`config.mk`:
```
export PLATFORM = sky130hd
export DESIGN_NAME = decode_stage
export DESIGN_NICKNAME = d
export VERILOG_FILES = /design/src/rtl/decode_pkg.sv /design/src/rtl/register_file.sv /design/src/rtl/decode_stage.sv
export SDC_FILE = /design/constraint.sdc
export NUM_CORES = 2
export LEC_CHECK = 0
export ABC_AREA = 1
export BUFFER_PORTS_ARGS = -buffer_cell sky130_fd_sc_hd__buf_2
export CORE_UTILIZATION = 46
export DETAILED_ROUTE_END_ITERATION = 10
export HOLD_SLACK_MARGIN = 0.03
export PLACE_DENSITY_LB_ADDON = 0.1
export SKIP_LAST_GASP = 1
export SLEW_MARGIN = 20
export SYNTH_ARGS = -nofsm -noshare
export SYNTH_HDL_FRONTEND = slang
export SYNTH_HIERARCHICAL = 1
export SYNTH_SLANG_ARGS = --single-unit
```
`constraint.sdc`:
```
create_clock -name clk -period 2.2 [get_ports clk]
set_clock_uncertainty 0.2 [all_clocks]
set_input_delay 0.44 -clock clk [delete_from_list [all_inputs] [get_ports clk]]
set_output_delay 0.44 -clock clk [all_outputs]
set_load 0.02 [all_outputs]
```
`src/rtl/decode_pkg.sv`:
```
// Shared decode definitions for the RV32I decode stage: opcodes, ALU and
// result-select encodings, immediate formats and the bubble control word.
package decode_pkg;

    localparam logic [6:0] OpLoad   = 7'b0000011;
    localparam logic [6:0] OpStore  = 7'b0100011;
    localparam logic [6:0] OpRType  = 7'b0110011;
    localparam logic [6:0] OpIAlu   = 7'b0010011;
    localparam logic [6:0] OpBranch = 7'b1100011;
    localparam logic [6:0] OpJal    = 7'b1101111;

    typedef enum logic [2:0] {
        AluAdd = 3'b000,
        AluSub = 3'b001,
        AluAnd = 3'b010,
        AluOr  = 3'b011,
        AluSlt = 3'b101
    } alu_ctrl_e;

    typedef enum logic [1:0] {
        ResAlu = 2'b00,
        ResMem = 2'b01,
        ResPc4 = 2'b10
    } result_src_e;

    typedef enum logic [2:0] {
        ImmNone,
        ImmI,
        ImmS,
        ImmB,
        ImmJ
    } imm_type_e;

    typedef struct packed {
        logic        reg_write;
        logic        mem_write;
        logic        jump;
        logic        branch;
        logic        alu_src;
        result_src_e result_src;
        alu_ctrl_e   alu_ctrl;
    } ctrl_t;

    localparam ctrl_t CtrlBubble = '{
        reg_write:  1'b0,
        mem_write:  1'b0,
        jump:       1'b0,
        branch:     1'b0,
        alu_src:    1'b0,
        result_src: ResAlu,
        alu_ctrl:   AluAdd
    };

    // Sign-extended immediate for the given instruction format.
    function automatic logic [31:0] imm_ext(logic [31:0] instr, imm_type_e imm_type);
        logic [31:0] imm;
        case (imm_type)
            ImmI:    imm = {{20{instr[31]}}, instr[31:20]};
            ImmS:    imm = {{20{instr[31]}}, instr[31:25], instr[11:7]};
            ImmB:    imm = {{20{instr[31]}}, instr[7], instr[30:25], instr[11:8], 1'b0};
            ImmJ:    imm = {{12{instr[31]}}, instr[19:12], instr[20], instr[30:21], 1'b0};
            default: imm = '0;
        endcase
        return imm;
    endfunction

    // ALU function from funct3; use_sub only matters for funct3=000.
    function automatic alu_ctrl_e alu_sel(logic [2:0] funct3, logic use_sub);
        alu_ctrl_e sel;
        case (funct3)
            3'b000:  sel = use_sub ? AluSub : AluAdd;
            3'b010:  sel = AluSlt;
            3'b110:  sel = AluOr;
            3'b111:  sel = AluAnd;
            default: sel = AluAdd;
        endcase
        return sel;
    endfunction

endpackage

```
`src/rtl/register_file.sv`:
```
// 2-read / 1-write architectural register file with x0 hardwired to zero.
// Build option REGFILE_BYPASS_EN: a same-cycle write to the register being
// read is forwarded to the read port (write-through).
module register_file
    import decode_pkg::*;
#(
    parameter int unsigned XLEN  = 32,
    parameter int unsigned NREGS = 32,
    localparam int unsigned AW   = $clog2(NREGS)
) (
    input  logic            clk_i,
    input  logic            rst_ni,
    input  logic            we_i,
    input  logic [AW-1:0]   waddr_i,
    input  logic [XLEN-1:0] wdata_i,
    input  logic [AW-1:0]   raddr1_i,
    input  logic [AW-1:0]   raddr2_i,
    output logic [XLEN-1:0] rdata1_o,
    output logic [XLEN-1:0] rdata2_o
);

    logic [XLEN-1:0] mem_q [NREGS];

    // Storage: cleared on reset, x0 never written.
    always_ff @(posedge clk_i or negedge rst_ni) begin
        if (!rst_ni) begin
            for (int i = 0; i < NREGS; i++) begin
                mem_q[i] <= '0;
            end
        end else if (we_i && (waddr_i != '0)) begin
            mem_q[waddr_i] <= wdata_i;
        end
    end

    // Combinational read ports; x0 always reads as zero.
    always_comb begin
        rdata1_o = (raddr1_i == '0) ? '0 : mem_q[raddr1_i];
        rdata2_o = (raddr2_i == '0) ? '0 : mem_q[raddr2_i];
`ifdef REGFILE_BYPASS_EN
        if (we_i && (waddr_i != '0) && (waddr_i == raddr1_i)) begin
            rdata1_o = wdata_i;
        end
        if (we_i && (waddr_i != '0) && (waddr_i == raddr2_i)) begin
            rdata2_o = wdata_i;
        end
`endif
    end

endmodule

```
`src/rtl/decode_stage.sv`:
```
// RV32I instruction decode stage: decode, register-file read, load-use stall,
// taken-branch squash and the ID/EX pipeline register.
// Build option REGFILE_BYPASS_EN enables write-through in the register file.
module decode_stage
    import decode_pkg::*;
#(
    parameter int unsigned XLEN  = 32,
    parameter int unsigned NREGS = 32
) (
    input  logic            clk,
    input  logic            rst,
    input  logic [XLEN-1:0] InstrD,
    input  logic [XLEN-1:0] PCD,
    input  logic [XLEN-1:0] PCPlus4D,
    input  logic            PCSrcE,
    input  logic            RegWriteW,
    input  logic [4:0]      RdW,
    input  logic [XLEN-1:0] ResultW,
    output logic            PCWrite,
    output logic            IF_ID_Write,
    output logic            RegWriteE,
    output logic            MemWriteE,
    output logic            JumpE,
    output logic            BranchE,
    output logic            ALUSrcE,
    output logic [1:0]      ResultSrcE,
    output logic [2:0]      ALUControlE,
    output logic [XLEN-1:0] RD1E,
    output logic [XLEN-1:0] RD2E,
    output logic [XLEN-1:0] ImmExtE,
    output logic [XLEN-1:0] PCE,
    output logic [XLEN-1:0] PCPlus4E,
    output logic [4:0]      Rs1E,
    output logic [4:0]      Rs2E,
    output logic [4:0]      RdE
);

    typedef struct packed {
        ctrl_t           ctrl;
        logic [XLEN-1:0] rd1;
        logic [XLEN-1:0] rd2;
        logic [XLEN-1:0] imm;
        logic [XLEN-1:0] pc;
        logic [XLEN-1:0] pc4;
        logic [4:0]      rs1;
        logic [4:0]      rs2;
        logic [4:0]      rd;
    } idex_t;

    idex_t     idex_q, idex_d;
    logic      squash_q, squash_d;
    ctrl_t     ctrl;
    imm_type_e imm_type;
    logic      instr_valid;
    logic      stall_raw, stall, flush;
    logic [XLEN-1:0] rdata1, rdata2;

    logic [6:0] opcode;
    logic [2:0] funct3;
    logic [4:0] rs1_d, rs2_d, rd_d;

    assign opcode = InstrD[6:0];
    assign funct3 = InstrD[14:12];
    assign rs1_d  = InstrD[19:15];
    assign rs2_d  = InstrD[24:20];
    assign rd_d   = InstrD[11:7];

    register_file #(
        .XLEN  (XLEN),
        .NREGS (NREGS)
    ) u_register_file (
        .clk_i    (clk),
        .rst_ni   (rst),
        .we_i     (RegWriteW),
        .waddr_i  (RdW),
        .wdata_i  (ResultW),
        .raddr1_i (rs1_d),
        .raddr2_i (rs2_d),
        .rdata1_o (rdata1),
        .rdata2_o (rdata2)
    );

    // Main decoder: control word and immediate format per opcode.
    always_comb begin
        ctrl        = CtrlBubble;
        imm_type    = ImmNone;
        instr_valid = 1'b1;
        case (opcode)
            OpLoad: begin
                ctrl.reg_write  = 1'b1;
                ctrl.alu_src    = 1'b1;
                ctrl.result_src = ResMem;
                imm_type        = ImmI;
            end
            OpStore: begin
                ctrl.mem_write = 1'b1;
                ctrl.alu_src   = 1'b1;
                imm_type       = ImmS;
            end
            OpRType: begin
                ctrl.reg_write = 1'b1;
                ctrl.alu_ctrl  = alu_sel(funct3, InstrD[30]);
            end
            OpIAlu: begin
                // Bit 30 is immediate data here, so never a subtract.
                ctrl.reg_write = 1'b1;
                ctrl.alu_src   = 1'b1;
                ctrl.alu_ctrl  = alu_sel(funct3, 1'b0);
                imm_type       = ImmI;
            end
            OpBranch: begin
                ctrl.branch   = 1'b1;
                ctrl.alu_ctrl = AluSub;
                imm_type      = ImmB;
            end
            OpJal: begin
                ctrl.jump       = 1'b1;
                ctrl.reg_write  = 1'b1;
                ctrl.result_src = ResPc4;
                imm_type        = ImmJ;
            end
            default: instr_valid = 1'b0;
        endcase
    end

    // Hazard control: load-use stall, overridden by a taken branch or squash.
    always_comb begin
        // rs fields are compared even when the instruction does not use them.
        stall_raw   = (idex_q.ctrl.result_src == ResMem) && idex_q.ctrl.reg_write &&
                      (idex_q.rd != 5'd0) && ((idex_q.rd == rs1_d) || (idex_q.rd == rs2_d));
        stall       = stall_raw && !squash_q && !PCSrcE;
        flush       = PCSrcE || squash_q || stall || !instr_valid;
        PCWrite     = !stall;
        IF_ID_Write = !stall;
        squash_d    = PCSrcE;
    end

    // ID/EX next state: decoded instruction or an all-zero bubble.
    always_comb begin
        idex_d.ctrl = ctrl;
        idex_d.rd1  = rdata1;
        idex_d.rd2  = rdata2;
        idex_d.imm  = imm_ext(InstrD, imm_type);
        idex_d.pc   = PCD;
        idex_d.pc4  = PCPlus4D;
        idex_d.rs1  = rs1_d;
        idex_d.rs2  = rs2_d;
        idex_d.rd   = rd_d;
        if (flush) begin
            idex_d      = '0;
            idex_d.ctrl = CtrlBubble;
        end
    end

    // ID/EX register and squash flag; reset drops any pending squash.
    always_ff @(posedge clk or negedge rst) begin
        if (!rst) begin
            idex_q   <= '0;
            squash_q <= 1'b0;
        end else begin
            idex_q   <= idex_d;
            squash_q <= squash_d;
        end
    end

    assign RegWriteE   = idex_q.ctrl.reg_write;
    assign MemWriteE   = idex_q.ctrl.mem_write;
    assign JumpE       = idex_q.ctrl.jump;
    assign BranchE     = idex_q.ctrl.branch;
    assign ALUSrcE     = idex_q.ctrl.alu_src;
    assign ResultSrcE  = idex_q.ctrl.result_src;
    assign ALUControlE = idex_q.ctrl.alu_ctrl;
    assign RD1E        = idex_q.rd1;
    assign RD2E        = idex_q.rd2;
    assign ImmExtE     = idex_q.imm;
    assign PCE         = idex_q.pc;
    assign PCPlus4E    = idex_q.pc4;
    assign Rs1E        = idex_q.rs1;
    assign Rs2E        = idex_q.rs2;
    assign RdE         = idex_q.rd;

endmodule

```
# Word-level counts from Yosys, hierarchy flattened
# Index checks and enable logic that the tools add are counted.
# word_totals
reg_bits	1210
input_bits	137
out_inout_bits	187
wordCells	120
# op_classes
n_lt_le_gt_ge	4
eq_ne	16
muxes	25
bitwise_logic	3
n_reduce_logical	24
# ops
op	count
1024-bit bitwise mux	1
32-bit binary-select mux with 5-bit select	2
32-bit two-way mux	7
185-bit two-way mux	1
32-bit demux with 5-bit select	1
32-bit one-hot mux with 4 select lines	1
3-bit one-hot mux with 4 select lines	2
6-bit greater-or-equal comparator, second input constant	3
5-bit inverter with 6-bit output	3
3-bit one-hot mux with 3 select lines	2
7-bit by 6-bit == test with 1-bit output, second input constant	2
7-bit == test, second input constant	2
5-bit == test	2
5-bit zero test	2
5-bit nonzero test	2
3-bit by 2-bit == test with 1-bit output, second input constant	3
3-bit == test, second input constant	3
7-bit by 2-bit == test with 1-bit output, second input constant	1
7-bit by 5-bit == test with 1-bit output, second input constant	1
1-bit logical AND	7
1-bit two-way mux	7
6-bit by 1-bit < comparator with 1-bit output, second input constant	1
6-bit OR reduction	1
1-bit zero test	4
8 further kinds	11

# Depth between registers and ports, before layout
# depth
word_depth	9
mapped_depth	14
mapped_depth_nobuf	11

# Cells and area by module
# Netlist, hierarchy kept.
# modules_own_cells
module	n_inst	cells_per_inst	area_per_inst_um2
register_file	1	8360	57477.6
decode_stage	1	643	6433.7

# Worst setup path after synthesis
# OpenSTA, ideal clock, no wires.
# synth_timing
path_type	input to register
start	input InstrD[21]
end	register idex_q, in the netlist RD2E[2]
setup_ps	116
arrival_time_ps	1745
slack_ps	139
cell_stages	13
path_buffers	3
cell_sequence	clkbuf_1 -> inv_1 -> clkbuf_1 -> clkbuf_1 -> nand3_1 -> nand3_1 -> nand2_1 -> nand2_1 -> nand2_1 -> nor2_1 -> nor2_1 -> inv_1 -> nor2_2
# synth_rtl
item	line	source
start, declared	decode_stage.sv:12	input logic [XLEN-1:0] InstrD,
end signal, assigned	decode_stage.sv:161	idex_q <= idex_d;
end, declared	decode_stage.sv:50	idex_t idex_q, idex_d;

# Final worst setup path
# layout_timing
start	register idex_q, in the netlist RdE[1]
end	output IF_ID_Write
# layout_between
elab_chain_len	6
# layout_rtl
item	line	source
5-bit == test / 5-bit nonzero test (equally long branches)	decode_stage.sv:130	(idex_q.rd != 5'd0) && ((idex_q.rd == rs1_d) || (idex_q.rd == rs2_d));
1-bit logical OR / 1-bit logical AND (equally long branches)	decode_stage.sv:130, decode_stage.sv:129	
1-bit logical AND *	decode_stage.sv:130	
1-bit logical AND * (2 in a row)	decode_stage.sv:131	stall = stall_raw && !squash_q && !PCSrcE;
1-bit zero test *	decode_stage.sv:134	IF_ID_Write = !stall;
end, declared	decode_stage.sv:20	output logic IF_ID_Write,
# Every way passes the cells marked *; elsewhere a longest branch is shown, timed or not.

==> results.py <==
metrics = {
    "synthesis": {
        "synth_seq_cells": 1199,
        "synth_largest_area_cell": "dfrtp_1",
        "ys_seq_area_frac": 0.469,
        "async_flop_share": 1.00,
        "synthCells": 9003,
        "yosysWarnings": 6,
        "synth_area_leaders": "dfrtp_1 47%, nand2_1 17%, o21ai_0 8.1%",
        "yosysUniqueCellTypes": 36,
        "yosys-top-cells-count": "2,883 x nand2_1, 1,199 x dfrtp_1, 1,036 x o21ai_0, 1,011 x nand3_1, 721 x nor2_1",
        "synth_edf_count": 0,
        "syn-num-nets": 9140,
        "ys.flop_type": "dfrtp_1",
        "yosysMostFrequentCell": "nand2_1",
        "synth_top_area_share": 0.469,
        "avgSynthCellArea_sq_um": 7.10,
        "synth_area_sq_mm": 0.0639,
    },
    "final_layout": {
        "seqCellArea_sq_mm": 0.0300,
        "multiInputGateArea_sq_mm": 0.0285,
        "final_cells": 11428,
        "fin_util": 0.576,
        "fillCellCount": 12581,
        "drive_gt1_frac": 0.141,
        "nets": 9663,
        "area_growth_pct": 24.1,
        "fin_area_sq_mm": 0.0793,
    },
    "timing": {
        "worst_pin_slew_ns": 0.680,
        "final_max_slew_viol_count": 0,
        "slew_headroom": 0.546,
        "fin_tns_setup_ns": -1.01,
        "finalHoldViolCount": 0,
        "setup_ws_ns": -0.405,
        "grt_setup_unrepaired": "yes",
        "max_clock_freq_mhz": 384,
        "setup_viol": 4,
        "min_period_ns": 2.61,
        "period_share": 1.18,
    },
    "grt": {
        "grt_pass1_wl_mm": 399,
        "global_route.usage.total": 0.378,
        "grt_pass1_vias": 61315,
        "antenna_found_initial": 21,
        "grt_start_max_net_pins": 86,
        "gr-total-overflow": 0,
    },
    "die": {
        "die-area_sq_mm": 0.140,
        "rows": 136,
        "die_x_um": 375,
        "start_util": 0.464,
        "dieHeight_um": 375,
        "io_pins": 324,
        "core-area_sq_mm": 0.138,
    },
    "worst_setup_path": {
        "crit_family": "simple AND/OR/NAND/NOR gates",
        "endpoint_kind": "output pin",
        "cp_num_buf_inv": 2,
        "crit_path_start": "RdE[1]",
        "worstPathArrival_ns": 1.97,
        "cp_slowest_cell": "dfrtp_1",
        "cp_max_fo": 4,
        "max_stage_delay_ns": 0.43,
        "path_class": "reg2out",
        "crit_top_cell": "nand2_1",
        "worstReg2RegStart": "RdE[1]",
        "crit_chain": "inv_2 > nand2_1 > nand2_1 > nor2_2 > nand3_2 > nand2_2 > nand2_4 > buf_6",
        "startpoint_type": "register",
        "worstPathRequired_ns": 1.56,
    },
    "clock_tree": {
        "ctsRootBufferMaster": "clkbuf_16",
        "cts_buffers": 140,
        "tritoncts": "built",
        "clk_latency_ns": 0.79,
        "htreeDepth": 4,
        "cts_max_path_buffers": 3,
        "clkSinkCount": 1199,
        "clk_pin_slew_worst_paths_ns": 0.06,
    },
    "drt": {
        "vias_per_cell": 5.73,
        "wl_per_cell_um": 23.5,
        "post-route-drc-count": 0,
        "drtAntennaViolNets": 0,
        "routed_wl_mm": 268,
        "drtIter0Drc": 7932,
        "num_vias": 65473,
        "dr.pass1.iters": 7,
    },
    "placement": {
        "gp_congestion": 0.937,
        "hpwl_mm": 177,
        "pre_cts_slack_ns": -0.285,
        "place_inst": 11030,
        "io_buffers": 323,
        "placed_cell_area_sq_mm": 0.0728,
    },
    "outcome": {
        "violations": "setup timing",
        "status": "finished, violations left",
    },
    "job": {
        "maxCapViolCount": 0,
    },
    "worst_hold_path": {
        "min_from": "RdW[4]",
        "hp-class": "in2reg",
    },
    "pwr": {
        "peakVddDrop_mv": 0.588,
        "p_leak_uw": 0.0391,
        "power_density_mw_per_mm2": 843,
    },
}
tightest hold or removal path: cells and delay by family:
kind / cells / cell delay, ns
and+or+nand+nor: 1 / 0.05
buffers and inverters: 3 / 0.38
AOI/OAI and AO/OA: 1 / 0.15
flip-flops by register name, summed over array words and instances (netlist names):
register / cells
ImmExtE: 21
u_register_file/mem_q: 1024
RdE: 5
Rs2E: 5
squash_q: 1
PCPlus4E: 32
ALUControlE: 3
RD2E: 32
RegWriteE: 1
ResultSrcE: 2
PCE: 32
RD1E: 32
BranchE: 1
JumpE: 1
ALUSrcE: 1
Rs1E: 5
MemWriteE: 1
routing by layer:
metal,GRT usage,share of wire,up-vias
met5,0,0.00034,-
met4,0.148,0.042,14
met3,0.0845,0.12,680
met2,0.575,0.43,3868
met1,0.522,0.40,30996
li1,-,-,29915
worst paths after layout:
path,to,slack [ns],depth (start not counted)
setup / recovery,IF_ID_Write,-0.41,8
hold / removal,u_register_file/mem_q[608],0.09,5
setup reg to reg,RD1E[24],0.02,13
hold reg to reg,u_register_file/mem_q[1006],0.20,0
max in group asynchronous,RD1E[27],1.08,4
min in group asynchronous,PCE[0],0.16,3
cells in the final DEF, fill, tap and decap left out, types with 5 or more instances in the layout:
master and count:
a21oi_1 415, buf_12 238, buf_2 308, buf_4 434, buf_6 8, bufinv_16 14, clkbuf_1 22, clkbuf_16 149
clkbuf_8 29, clkinv_2 19, clkinvlp_4 6, dfrtp_1 1182, dfrtp_2 17, dlygate4sd3_1 135, inv_1 651, inv_2 14
inv_6 7, nand2_1 2867, nand2_2 15, nand2_4 8, nand3_1 1003, nand3_2 5, nand3_4 9, nand4_1 5
nor2_1 709, nor2_2 36, nor2_4 18, nor3_1 6, o211ai_1 199, o21ai_0 1035, o21ai_1 29
power breakdown:
part | leakage, uW | total, uW | switching [uW] | internal, uW
registers | 0.0148 | 28800 | 2730 | 26100
logic | 0.0219 | 13300 | 8150 | 5190
clock network | 0.00237 | 24700 | 9820 | 14900
total | 0.0391 | 66800 | 20700 | 46100
logic make-up after synthesis:
| group | share of synthesized area |
|---|---|
| flops | 0.469 |
| compound gates | 0.140 |
| simple gates | 0.301 |
| xor+xnor | 0.000274 |
| buf+inv | 0.0890 |
stage by stage:
step / hold WS (ns) / power, uW
2_1_floorplan: -0.0556 / 36800
3_3_place_gp: 0.145 / 41600
3_5_place_dp: 0.145 / 41900
4_1_cts: 0.0391 / 66900
5_1_grt: 0.0942 / 70100
6_report: 0.0883 / 66800
cell type report:
cell class              instances  area share
inverters                     674      0.0324
diodes                          4    0.000126
well taps                    1794      0.0283
repair buffers               1130       0.140
clock inverters                47     0.00805
multi-input cells            6381       0.359
flip-flops and latches       1199       0.379
clock buffers                 199      0.0528
repair_timing:
action	CTS	global route
gates cloned	0	1
endpoints found under the setup margin	27	28
pin swaps	5	14
hold endpoints to repair	1889	2
hold buffers	137	1
setup buffers	5	6
resized for setup	32	36
Note: power is estimated with default switching activity, not from simulation.
